## src/rtl/pipelined_control_unit.sv

```systemverilog
// -----------------------------------------------------------------------------
// pipelined_control_unit
//
// Purpose:
//   Pipeline control unit for an RV32 core. It decodes the ID-stage opcode into
//   a control bundle and carries that bundle through the ID/EX, EX/MEM and
//   MEM/WB registers. It detects load-use hazards, inserts a bubble while the
//   hazard lasts, and squashes the ID-stage instruction when a taken branch or
//   jump resolves in EX (flush).
//
// Ports:
//   clk, rst            core clock, asynchronous active-high reset
//   id_valid            ID-stage instruction valid
//   id_opcode           instr[6:0]
//   id_rd/id_rs1/id_rs2 destination / source register indices
//   flush               kill the ID-stage instruction (has priority over stall)
//   stall               combinational load-use stall (hold PC and IF/ID)
//   ex_*                EX-stage control bundle
//   mem_*               MEM-stage control bundle
//   wb_*                WB-stage control bundle
//   stall_count         saturating count of stall cycles
//   illegal             sticky illegal-opcode flag
//
// Optional feature:
//   ILLEGAL_OPCODE_TRAP_EN - when defined, a valid unrecognised opcode that
//   enters EX sets the sticky 'illegal' flag. When undefined, 'illegal' is
//   tied 0 and unrecognised opcodes are silent NOPs.
// -----------------------------------------------------------------------------
module pipelined_control_unit #(
  parameter int REG_ADDR_W  = 5,
  parameter int ALUOP_W     = 2,
  parameter int STALL_CNT_W = 16
) (
  input  logic                   clk,
  input  logic                   rst,
  input  logic                   id_valid,
  input  logic [6:0]             id_opcode,
  input  logic [REG_ADDR_W-1:0]  id_rd,
  input  logic [REG_ADDR_W-1:0]  id_rs1,
  input  logic [REG_ADDR_W-1:0]  id_rs2,
  input  logic                   flush,
  output logic                   stall,
  output logic                   ex_valid,
  output logic                   ex_alusrc,
  output logic                   ex_jump,
  output logic                   ex_branch,
  output logic                   ex_memread,
  output logic                   ex_regwrite,
  output logic [ALUOP_W-1:0]     ex_aluop,
  output logic [REG_ADDR_W-1:0]  ex_rd,
  output logic                   mem_valid,
  output logic                   mem_memread,
  output logic                   mem_memwrite,
  output logic                   mem_regwrite,
  output logic                   mem_memtoreg,
  output logic [REG_ADDR_W-1:0]  mem_rd,
  output logic                   wb_valid,
  output logic                   wb_regwrite,
  output logic                   wb_memtoreg,
  output logic [REG_ADDR_W-1:0]  wb_rd,
  output logic [STALL_CNT_W-1:0] stall_count,
  output logic                   illegal
);

  // Opcode encodings handled by the decoder
  localparam logic [6:0] OP_R     = 7'b0110011;
  localparam logic [6:0] OP_I     = 7'b0010011;
  localparam logic [6:0] OP_LW    = 7'b0000011;
  localparam logic [6:0] OP_SW    = 7'b0100011;
  localparam logic [6:0] OP_BR    = 7'b1100011;
  localparam logic [6:0] OP_JAL   = 7'b1101111;
  localparam logic [6:0] OP_JALR  = 7'b1100111;
  localparam logic [6:0] OP_LUI   = 7'b0110111;
  localparam logic [6:0] OP_AUIPC = 7'b0010111;

  localparam logic [REG_ADDR_W-1:0]  RD_ZERO  = {REG_ADDR_W{1'b0}};
  localparam logic [STALL_CNT_W-1:0] CNT_MAX  = {STALL_CNT_W{1'b1}};
  localparam logic [STALL_CNT_W-1:0] CNT_ONE  = STALL_CNT_W'(1);

  // ---------------------------------------------------------------------------
  // ID-stage decode signals
  // ---------------------------------------------------------------------------
  logic       dec_regwrite_s;
  logic       dec_memread_s;
  logic       dec_memwrite_s;
  logic       dec_memtoreg_s;
  logic       dec_alusrc_s;
  logic [1:0] dec_aluop_s;
  logic       dec_jump_s;
  logic       dec_branch_s;
  logic       dec_uses_rs1_s;
  logic       dec_uses_rs2_s;
  logic       dec_rw_eff_s;
  logic       stall_s;

  // ---------------------------------------------------------------------------
  // Pipeline registers and their next-state values
  // ---------------------------------------------------------------------------
  logic                  ex_valid_q,    ex_valid_d;
  logic                  ex_regwrite_q, ex_regwrite_d;
  logic                  ex_memread_q,  ex_memread_d;
  logic                  ex_memwrite_q, ex_memwrite_d;
  logic                  ex_memtoreg_q, ex_memtoreg_d;
  logic                  ex_alusrc_q,   ex_alusrc_d;
  logic                  ex_jump_q,     ex_jump_d;
  logic                  ex_branch_q,   ex_branch_d;
  logic [ALUOP_W-1:0]    ex_aluop_q,    ex_aluop_d;
  logic [REG_ADDR_W-1:0] ex_rd_q,       ex_rd_d;

  logic                  mem_valid_q;
  logic                  mem_memread_q;
  logic                  mem_memwrite_q;
  logic                  mem_regwrite_q;
  logic                  mem_memtoreg_q;
  logic [REG_ADDR_W-1:0] mem_rd_q;

  logic                  wb_valid_q;
  logic                  wb_regwrite_q;
  logic                  wb_memtoreg_q;
  logic [REG_ADDR_W-1:0] wb_rd_q;

  logic [STALL_CNT_W-1:0] stall_count_q, stall_count_d;

  // Opcode decode into the control bundle; unrecognised opcodes decode as NOP
  always_comb begin
    dec_regwrite_s = 1'b0;
    dec_memread_s  = 1'b0;
    dec_memwrite_s = 1'b0;
    dec_memtoreg_s = 1'b0;
    dec_alusrc_s   = 1'b0;
    dec_aluop_s    = 2'b00;
    dec_jump_s     = 1'b0;
    dec_branch_s   = 1'b0;
    dec_uses_rs1_s = 1'b0;
    dec_uses_rs2_s = 1'b0;
    case (id_opcode)
      OP_R: begin
        dec_regwrite_s = 1'b1;
        dec_aluop_s    = 2'b10;
        dec_uses_rs1_s = 1'b1;
        dec_uses_rs2_s = 1'b1;
      end
      OP_I: begin
        dec_regwrite_s = 1'b1;
        dec_alusrc_s   = 1'b1;
        dec_aluop_s    = 2'b10;
        dec_uses_rs1_s = 1'b1;
      end
      OP_LW: begin
        dec_regwrite_s = 1'b1;
        dec_memread_s  = 1'b1;
        dec_memtoreg_s = 1'b1;
        dec_alusrc_s   = 1'b1;
        dec_uses_rs1_s = 1'b1;
      end
      OP_SW: begin
        dec_memwrite_s = 1'b1;
        dec_alusrc_s   = 1'b1;
        dec_uses_rs1_s = 1'b1;
        dec_uses_rs2_s = 1'b1;
      end
      OP_BR: begin
        dec_branch_s   = 1'b1;
        dec_aluop_s    = 2'b01;
        dec_uses_rs1_s = 1'b1;
        dec_uses_rs2_s = 1'b1;
      end
      OP_JAL: begin
        dec_regwrite_s = 1'b1;
        dec_jump_s     = 1'b1;
      end
      OP_JALR: begin
        dec_regwrite_s = 1'b1;
        dec_jump_s     = 1'b1;
        dec_alusrc_s   = 1'b1;
        dec_uses_rs1_s = 1'b1;
      end
      OP_LUI: begin
        dec_regwrite_s = 1'b1;
        dec_alusrc_s   = 1'b1;
        dec_aluop_s    = 2'b11;
      end
      OP_AUIPC: begin
        dec_regwrite_s = 1'b1;
        dec_alusrc_s   = 1'b1;
      end
      default: begin
        dec_regwrite_s = 1'b0;
      end
    endcase
  end

  // x0 is hard-wired to zero, so a write to it is dropped at decode time
  assign dec_rw_eff_s = dec_regwrite_s & (id_rd != RD_ZERO);

  // Load-use hazard: the load in EX returns data too late for the ID consumer.
  // x0 never hazards, and a flushed ID instruction does not need to wait.
  assign stall_s = id_valid & ex_valid_q & ex_memread_q & (ex_rd_q != RD_ZERO) &
                   ((dec_uses_rs1_s & (id_rs1 == ex_rd_q)) |
                    (dec_uses_rs2_s & (id_rs2 == ex_rd_q))) &
                   ~flush;

  // ID/EX next state: bubble on flush, stall or invalid ID, else decoded bundle
  always_comb begin
    ex_valid_d    = 1'b0;
    ex_regwrite_d = 1'b0;
    ex_memread_d  = 1'b0;
    ex_memwrite_d = 1'b0;
    ex_memtoreg_d = 1'b0;
    ex_alusrc_d   = 1'b0;
    ex_jump_d     = 1'b0;
    ex_branch_d   = 1'b0;
    ex_aluop_d    = {ALUOP_W{1'b0}};
    ex_rd_d       = RD_ZERO;
    if (!flush && !stall_s && id_valid) begin
      ex_valid_d    = 1'b1;
      ex_regwrite_d = dec_rw_eff_s;
      ex_memread_d  = dec_memread_s;
      ex_memwrite_d = dec_memwrite_s;
      ex_memtoreg_d = dec_memtoreg_s;
      ex_alusrc_d   = dec_alusrc_s;
      ex_jump_d     = dec_jump_s;
      ex_branch_d   = dec_branch_s;
      ex_aluop_d    = ALUOP_W'(dec_aluop_s);
      ex_rd_d       = id_rd;
    end else begin
      ex_valid_d    = 1'b0;
    end
  end

  // Saturating stall-cycle counter next state
  always_comb begin
    stall_count_d = stall_count_q;
    if (stall_s && (stall_count_q != CNT_MAX)) begin
      stall_count_d = stall_count_q + CNT_ONE;
    end else begin
      stall_count_d = stall_count_q;
    end
  end

  // ID/EX pipeline register
  always_ff @(posedge clk or posedge rst) begin
    if (rst) begin
      ex_valid_q    <= 1'b0;
      ex_regwrite_q <= 1'b0;
      ex_memread_q  <= 1'b0;
      ex_memwrite_q <= 1'b0;
      ex_memtoreg_q <= 1'b0;
      ex_alusrc_q   <= 1'b0;
      ex_jump_q     <= 1'b0;
      ex_branch_q   <= 1'b0;
      ex_aluop_q    <= {ALUOP_W{1'b0}};
      ex_rd_q       <= RD_ZERO;
    end else begin
      ex_valid_q    <= ex_valid_d;
      ex_regwrite_q <= ex_regwrite_d;
      ex_memread_q  <= ex_memread_d;
      ex_memwrite_q <= ex_memwrite_d;
      ex_memtoreg_q <= ex_memtoreg_d;
      ex_alusrc_q   <= ex_alusrc_d;
      ex_jump_q     <= ex_jump_d;
      ex_branch_q   <= ex_branch_d;
      ex_aluop_q    <= ex_aluop_d;
      ex_rd_q       <= ex_rd_d;
    end
  end

  // EX/MEM and MEM/WB registers: advance every cycle, no backpressure
  always_ff @(posedge clk or posedge rst) begin
    if (rst) begin
      mem_valid_q    <= 1'b0;
      mem_memread_q  <= 1'b0;
      mem_memwrite_q <= 1'b0;
      mem_regwrite_q <= 1'b0;
      mem_memtoreg_q <= 1'b0;
      mem_rd_q       <= RD_ZERO;
      wb_valid_q     <= 1'b0;
      wb_regwrite_q  <= 1'b0;
      wb_memtoreg_q  <= 1'b0;
      wb_rd_q        <= RD_ZERO;
    end else begin
      mem_valid_q    <= ex_valid_q;
      mem_memread_q  <= ex_memread_q;
      mem_memwrite_q <= ex_memwrite_q;
      mem_regwrite_q <= ex_regwrite_q;
      mem_memtoreg_q <= ex_memtoreg_q;
      mem_rd_q       <= ex_rd_q;
      wb_valid_q     <= mem_valid_q;
      wb_regwrite_q  <= mem_regwrite_q;
      wb_memtoreg_q  <= mem_memtoreg_q;
      wb_rd_q        <= mem_rd_q;
    end
  end

  // Stall-cycle counter register
  always_ff @(posedge clk or posedge rst) begin
    if (rst) begin
      stall_count_q <= {STALL_CNT_W{1'b0}};
    end else begin
      stall_count_q <= stall_count_d;
    end
  end

`ifdef ILLEGAL_OPCODE_TRAP_EN
  logic illegal_q, illegal_d;

  // True for every opcode the decoder recognises
  function automatic logic is_known_op(input logic [6:0] op);
    logic known;
    case (op)
      OP_R, OP_I, OP_LW, OP_SW, OP_BR,
      OP_JAL, OP_JALR, OP_LUI, OP_AUIPC: known = 1'b1;
      default:                           known = 1'b0;
    endcase
    return known;
  endfunction

  // Sticky flag: set when a valid unrecognised opcode actually enters EX
  always_comb begin
    illegal_d = illegal_q;
    if (id_valid && !flush && !stall_s && !is_known_op(id_opcode)) begin
      illegal_d = 1'b1;
    end else begin
      illegal_d = illegal_q;
    end
  end

  // Illegal-opcode flag register, cleared only by reset
  always_ff @(posedge clk or posedge rst) begin
    if (rst) begin
      illegal_q <= 1'b0;
    end else begin
      illegal_q <= illegal_d;
    end
  end

  assign illegal = illegal_q;
`else
  assign illegal = 1'b0;
`endif

  assign stall        = stall_s;
  assign ex_valid     = ex_valid_q;
  assign ex_alusrc    = ex_alusrc_q;
  assign ex_jump      = ex_jump_q;
  assign ex_branch    = ex_branch_q;
  assign ex_memread   = ex_memread_q;
  assign ex_regwrite  = ex_regwrite_q;
  assign ex_aluop     = ex_aluop_q;
  assign ex_rd        = ex_rd_q;
  assign mem_valid    = mem_valid_q;
  assign mem_memread  = mem_memread_q;
  assign mem_memwrite = mem_memwrite_q;
  assign mem_regwrite = mem_regwrite_q;
  assign mem_memtoreg = mem_memtoreg_q;
  assign mem_rd       = mem_rd_q;
  assign wb_valid     = wb_valid_q;
  assign wb_regwrite  = wb_regwrite_q;
  assign wb_memtoreg  = wb_memtoreg_q;
  assign wb_rd        = wb_rd_q;
  assign stall_count  = stall_count_q;

endmodule

```

## config.mk

```make
export PLATFORM = sky130hd
export DESIGN_NAME = pipelined_control_unit
export DESIGN_NICKNAME = d
export VERILOG_FILES = /design/src/rtl/pipelined_control_unit.sv
export SDC_FILE = /design/constraint.sdc
export NUM_CORES = 1
export LEC_CHECK = 0
export ABC_AREA = 1
export CORE_MARGIN = 3
export CORE_UTILIZATION = 50
export DETAILED_ROUTE_END_ITERATION = 6
export PLACE_DENSITY_LB_ADDON = 0.1
export SLEW_MARGIN = 30
export SYNTH_ARGS = -nofsm -noshare
export SYNTH_HDL_FRONTEND = slang
export SYNTH_SLANG_ARGS = --single-unit
```

## constraint.sdc

```tcl
create_clock -name clk -period 2.85 [get_ports clk]
set_input_delay 0.285 -clock clk [delete_from_list [all_inputs] [get_ports clk]]
set_output_delay 0.285 -clock clk [all_outputs]
set_load 0.02 [all_outputs]
```

==> out/qor.yml, run 1 <==
status:
  status: "finished clean"
final_layout:
  final_core_util_pct: 71.48
  final_cell_mix: "nand2_1 (74), clkdlybuf4s50_1 (72), dfrtp_1 (47), inv_1 (32), nand4_1 (25)"
  layout-drive-gt1-share_pct: 10.54
  nets: 377
  synthToLayoutAreaGrowth_pct: 35.17
  num_antenna_cells: 0
  final_common_cell: "nand2_1"
power:
  power_switching_share_pct: 25.53
  powerDensity_nw_per_um2: 386.9
  power_frac_seq_pct: 55.4
  clkPwrFrac_pct: 33.5
  internal_power_uw: 921.4
  peakVddDrop_mv: 0.2479
  leakagePower_nw: 1.497
  p_sw_uw: 315.9
  pwr-share-comb_pct: 11.0
timing:
  drv_slew: 0
  fin_skew_ns: 0.006706
  setup_slack_ns: 0.5895
  setup_tns_ns: 0
  hold_violations: 0
  grt_setup_unrepaired: "no"
  worstMarginPinSlew_ns: 0.7783
  slew_headroom_pct: 48.11
  fmaxAchievable_mhz: 442.4
  post-route-min-period_ns: 2.260
  min_period_over_period_pct: 79.31
  setup_viol: 0
die:
  initial_core_util_pct: 52.88
  io_pins: 75
  dieArea_sq_um: 5594
  die_height_microns: 74.79
  row_count: 24
  dieWidth_microns: 74.79
  coreArea_sq_um: 4474
routing:
  drt-pass1-iter-count: 5
  routed_wl_microns: 5262
  vias: 2074
  drtAntennaViolNets: 0
  routed_via_density: 5.146
  avgRoutedWirePerCell_microns: 13.06
  drt_iter0_drc: 133
  route.detailed.drc: 0
yosys:
  synth_ff_type: "dfrtp_1"
  ys_warn_count: 0
  avgSynthCellArea_sq_um: 8.511
  synth_edf_count: 0
  synth_top_family_by_area: "simple AND/OR/NAND/NOR gates"
  syn_area_sq_um: 2366
  syn_nets: 305
  synthXorXnorAreaFrac_pct: 5.553
  async_flop_share_pct: 100.0
  yosys.area_share.simple_pct: 32.63
  ys_ff_latch: 47
  synth_compound_area_share_pct: 2.803
  synthAdderAreaFrac_pct: 0.5288
  synth_cell_types: 31
  synth_mux_area_share_pct: 0
  netlist_instances: 278
  ys_seq_area_share_pct: 49.71
worst_setup_path:
  reg2regPathDepth: 9
  critPathLaunchType: "input port"
  cp_max_fo: 5
  cp.required_ns: 2.57
  timing.rr.start: "stall_count[0]"
  crit_path_end_kind: "output port"
  reg2reg_to: "stall_count[14]"
  critPathArrivalTime_ns: 1.98
  criticalPathCategory: "input port to output port"
  crit_start: "id_opcode[5]"
  reg2reg_slack_ns: 0.84
placement:
  portBuffers: 73
  pre_cts_ws_ns: 0.2285
  routabilityCongestion: 0.8670
  dp_hpwl_microns: 4003
clock_tree:
  root_buffer: "clkbuf_8"
  postCtsHoldBufs: 0
  clk_path_buf_depth: 2
  clk-insertion-delay-late_ns: 0.30
  cts_buffers: 5
  htreeDepth: 2
  postCtsSetupRepairBufs: 0
  clk_pin_slew_worst_paths_ns: 0.09
  cts_tree: "done"
  cts.sinks: 47
global_route:
  grt_pass1_vias: 1862
  grt_max_degree: 48
  antenna_found_initial: 0
  grt_pass1_wl_microns: 8714
  grt_usage_pct: 20.13
  overflow: 0
run:
  drv_cap: 0
hold_path:
  hold_class: "flip-flop to flip-flop"
  whs_endpoint: "mem_memwrite"
  hp-start: "ex_memwrite_q"
  whs_path_depth: 0
worst max path at each step:
stage / end / slack [ns] / cells after the start
after floorplan: stall / 1.08 / 10
after global placement: stall / 0.26 / 10
after detailed placement: stall / 0.23 / 10
after CTS: stall / 0.22 / 10
after global routing: stall / 0.39 / 11
final: stall / 0.59 / 10
kinds of logic (layout without fill, tap and decap cells):
logic type               after synthesis  count (layout)
adder cells (fa/ha/maj)                1               1
XOR/XNOR                              15              15
buffers and inverters                 45             118
AO/OA/AOI/OAI                         10              10
AND/OR/NAND/NOR                      159             159
other                                  1               1
flip-flops                            47              47
sequential cells by signal, indices dropped and copies added (netlist names):
name           flops
ex_branch          1
ex_valid           1
mem_memtoreg       1
wb_rd              5
wb_regwrite        1
ex_memtoreg_q      1
mem_memwrite       1
ex_rd              5
ex_memwrite_q      1
mem_regwrite       1
stall_count       16
wb_memtoreg        1
ex_regwrite        1
ex_alusrc          1
mem_valid          1
wb_valid           1
mem_rd             5
ex_aluop           2
ex_jump            1
through the flow:
step	hold WS, ns	cells	cell area [sq um]	total power [mW]
global route	0.3896	403	3198	1.294
detailed placement	0.3378	395	3100	0.8370
floorplan	0.3312	278	2366	0.7644
finish	0.3666	403	3198	1.237
CTS	0.3682	403	3194	1.254
global placement	0.3440	395	3100	0.8341
cell type report:
type / instances / area, sq um
clock buffer: 5 / 68.82
clock inverter: 3 / 25.02
fill: 352 / 1276
inverter: 36 / 136.4
multi-input combinational: 186 / 985.9
sequential: 47 / 1176
tap: 52 / 65.06
timing repair buffer: 74 / 740.7
Yosys cell counts (5+ instances only):
cell type	instances	share of area, %
nor3_1	5	1.1
nand2_2	5	1.3
nand2_1	74	12
nor2_1	22	3.5
nand4_1	25	6.6
nand3_1	8	1.7
inv_1	33	5.2
xnor2_1	8	3.0
dfrtp_1	47	50
nor2_2	12	3.2
xor2_1	7	2.6
worst max-delay path, stage by stage:
cell and delay (ns):
clkdlybuf4s50_1 0.54, inv_1 0.06, nor2_1 0.18, o21ai_1 0.12, nor2_2 0.10, nand2_2 0.08, nand2_2 0.12, nand2_1 0.09
nor2_1 0.14, dlymetal6s2s_1 0.25
per-layer routing:
metal  vias to the layer above  track usage [%]  routed length [microns]
li1                       1025                -                        -
met1                       956            28.51                     2402
met2                        83            31.41                     2430
met3                        10            4.005                      333
met4                         0            6.126                       95
met5                         -                0                        0
timing repair:
item                                    4_1_cts  5_1_grt
hold endpoints to repair                      0        0
resized for setup                             0        1
endpoints found under the setup margin        0        1
power by group through the flow:
stage	Combinational [mW]	Clock (mW)	Sequential (mW)
2_1_floorplan	0.0524	0	0.712
3_3_place_gp	0.136	0	0.698
3_5_place_dp	0.138	0	0.699
4_1_cts	0.138	0.430	0.686
5_1_grt	0.149	0.457	0.688
6_report	0.137	0.415	0.686
Note: power is estimated with default switching activity, not from simulation.
==> run 2, diff against run 1 <==
--- a/config.mk
+++ b/config.mk
@@ -7,7 +7,7 @@
 export LEC_CHECK = 0
 export ABC_AREA = 1
 export CORE_MARGIN = 3
-export CORE_UTILIZATION = 50
+export CORE_UTILIZATION = 42
 export DETAILED_ROUTE_END_ITERATION = 6
 export PLACE_DENSITY_LB_ADDON = 0.1
 export SLEW_MARGIN = 30
==> constraint.sdc (replaced) <==
create_clock -name clk -period 1.93 [get_ports clk]
set_input_delay 0.193 -clock clk [delete_from_list [all_inputs] [get_ports clk]]
set_output_delay 0.193 -clock clk [all_outputs]
set_load 0.02 [all_outputs]
==> out/qor.yml, run 2 (synthesized netlist as in run 1, its figures left out) <==
power:
  powerDensity_nw_per_um2: 533.7
  leakagePower_nw: 1.679
  peakVddDrop_mv: 0.3302
routing:
  vias: 2204
  route.detailed.drc: 0
  avgRoutedWirePerCell_microns: 13.06
  routed_via_density: 4.855
  drt_iter0_drc: 100
  drt-pass1-iter-count: 4
  routed_wl_microns: 5930
  drtAntennaViolNets: 0
final_layout:
  fin_area_sq_um: 3545
  final_common_cell: "nand2_1"
  nets: 410
  num_antenna_cells: 0
  synthToLayoutAreaGrowth_pct: 49.81
  layout-drive-gt1-share_pct: 20.57
  final_cell_mix: "nand2_1 (73), clkdlybuf4s50_1 (72), dfrtp_1 (44), inv_1 (31), buf_4 (30)"
  largest_reg_flops: 16
clock_tree:
  htreeDepth: 2
  clk_path_buf_depth: 2
  clk-insertion-delay-late_ns: 0.32
  cts.sinks: 47
  clk_pin_slew_worst_paths_ns: 0.10
  root_buffer: "clkbuf_8"
  cts_buffers: 5
  cts_tree: "done"
  postCtsHoldBufs: 0
worst_setup_path:
  cp_max_fo: 6
  crit_path_end_kind: "output port"
  crit_start: "ex_rd[3]"
  timing.rr.start: "ex_rd[3]"
  critPathLaunchType: "flip-flop"
  cp.required_ns: 1.74
  reg2reg_slack_ns: 0.13
  criticalPathCategory: "flip-flop to output port"
  critPathArrivalTime_ns: 1.71
run:
  drv_cap: 0
timing:
  hold_violations: 0
  min_period_over_period_pct: 98.35
  fmaxAchievable_mhz: 526.8
  post-route-min-period_ns: 1.898
  fin_skew_ns: 0.01508
  slew_headroom_pct: 66.43
  drv_slew: 0
  worstMarginPinSlew_ns: 0.5029
  grt_setup_unrepaired: "yes"
  whs_ns: 0.2194
  setup_slack_ns: 0.03176
  setup_viol: 0
global_route:
  antenna_found_initial: 0
  overflow: 0
  grt_usage_pct: 19.40
  grt_pass1_vias: 2178
  grt_pass1_wl_microns: 9832
  grt_max_degree: 27
placement:
  dpl-instance-area_sq_um: 3376
  portBuffers: 73
  dp_hpwl_microns: 4344
  routabilityCongestion: 0.9313
  pre_cts_ws_ns: -0.4245
die:
  io_pins: 75
  dieArea_sq_um: 6570
  die_height_microns: 81.06
  initial_core_util_pct: 44.90
  dieWidth_microns: 81.06
  row_count: 26
  coreArea_sq_um: 5270
hold_path:
  hold_class: "input port to asynchronous set/reset pin"
status:
  status: "finished clean"
[run 2: metal layers]
layer	GRT usage [%]	vias to the layer above	part of all wire (%)
met5	0	-	0
met1	26.20	1033	45
li1	-	1089	-
met4	6.757	0	1.1
met2	30.71	75	48
met3	4.324	7	6.2
[run 2: repair_timing]
item	4_1_cts	5_1_grt
gates resized for setup	8	8
buffers inserted	2	4
pin swaps	0	6
setup endpoints to repair	1	1
gates cloned	0	0
[run 2: worst paths after layout]
path	to	cells past startpoint
worst max register to register	stall_count[3]	13
max in group asynchronous	stall_count[8]	3
min in group clk	mem_memwrite	0
worst min-delay path	ex_rd[0]	2
worst max-delay path	stall	10
worst min register to register	mem_memwrite	0
[run 2: metrics by stage]
| stage | TNS (ns) | total power [mW] | std cells | utilization (%) |
|---|---|---|---|---|
| after global routing | -0.06819 | 1.980 | 454 | 67.26 |
| after detailed placement | -0.4354 | 1.262 | 440 | 64.06 |
| after floorplan | 0 | 1.129 | 278 | - |
| after CTS | 0 | 1.911 | 450 | 66.24 |
| after global placement | -0.3882 | 1.259 | 440 | 64.06 |
| final | 0 | 1.892 | 454 | 67.26 |
[run 2: area by class of cell]
class	instances	area, sq um
Sequential cell	47	1180
Timing Repair Buffer	107	1037
Multi-Input combinational cell	186	1008
Tap cell	70	87.58
Fill cell	466	1725
Clock buffer	5	68.82
Clock inverter	3	27.53
Inverter	36	135.1
[run 2: worst max-delay path, cell delays in order, from the launching register on]
cell and delay, ns:
dfrtp_2 0.47, nand2_1 0.07, nand2_1 0.04, nor2_1 0.10, nand2_1 0.07, nor2_2 0.13
nand2_2 0.08, nand2_2 0.11, nand2_4 0.07, nor2_4 0.13, buf_6 0.13
[run 2: power breakdown]
part / internal, mW / switching, mW / leakage (nW)
Combinational: 0.121 / 0.116 / 0.991
Clock: 0.269 / 0.374 / 0.0467
Sequential: 1.00 / 0.0119 / 0.641
Total: 1.39 / 0.502 / 1.68
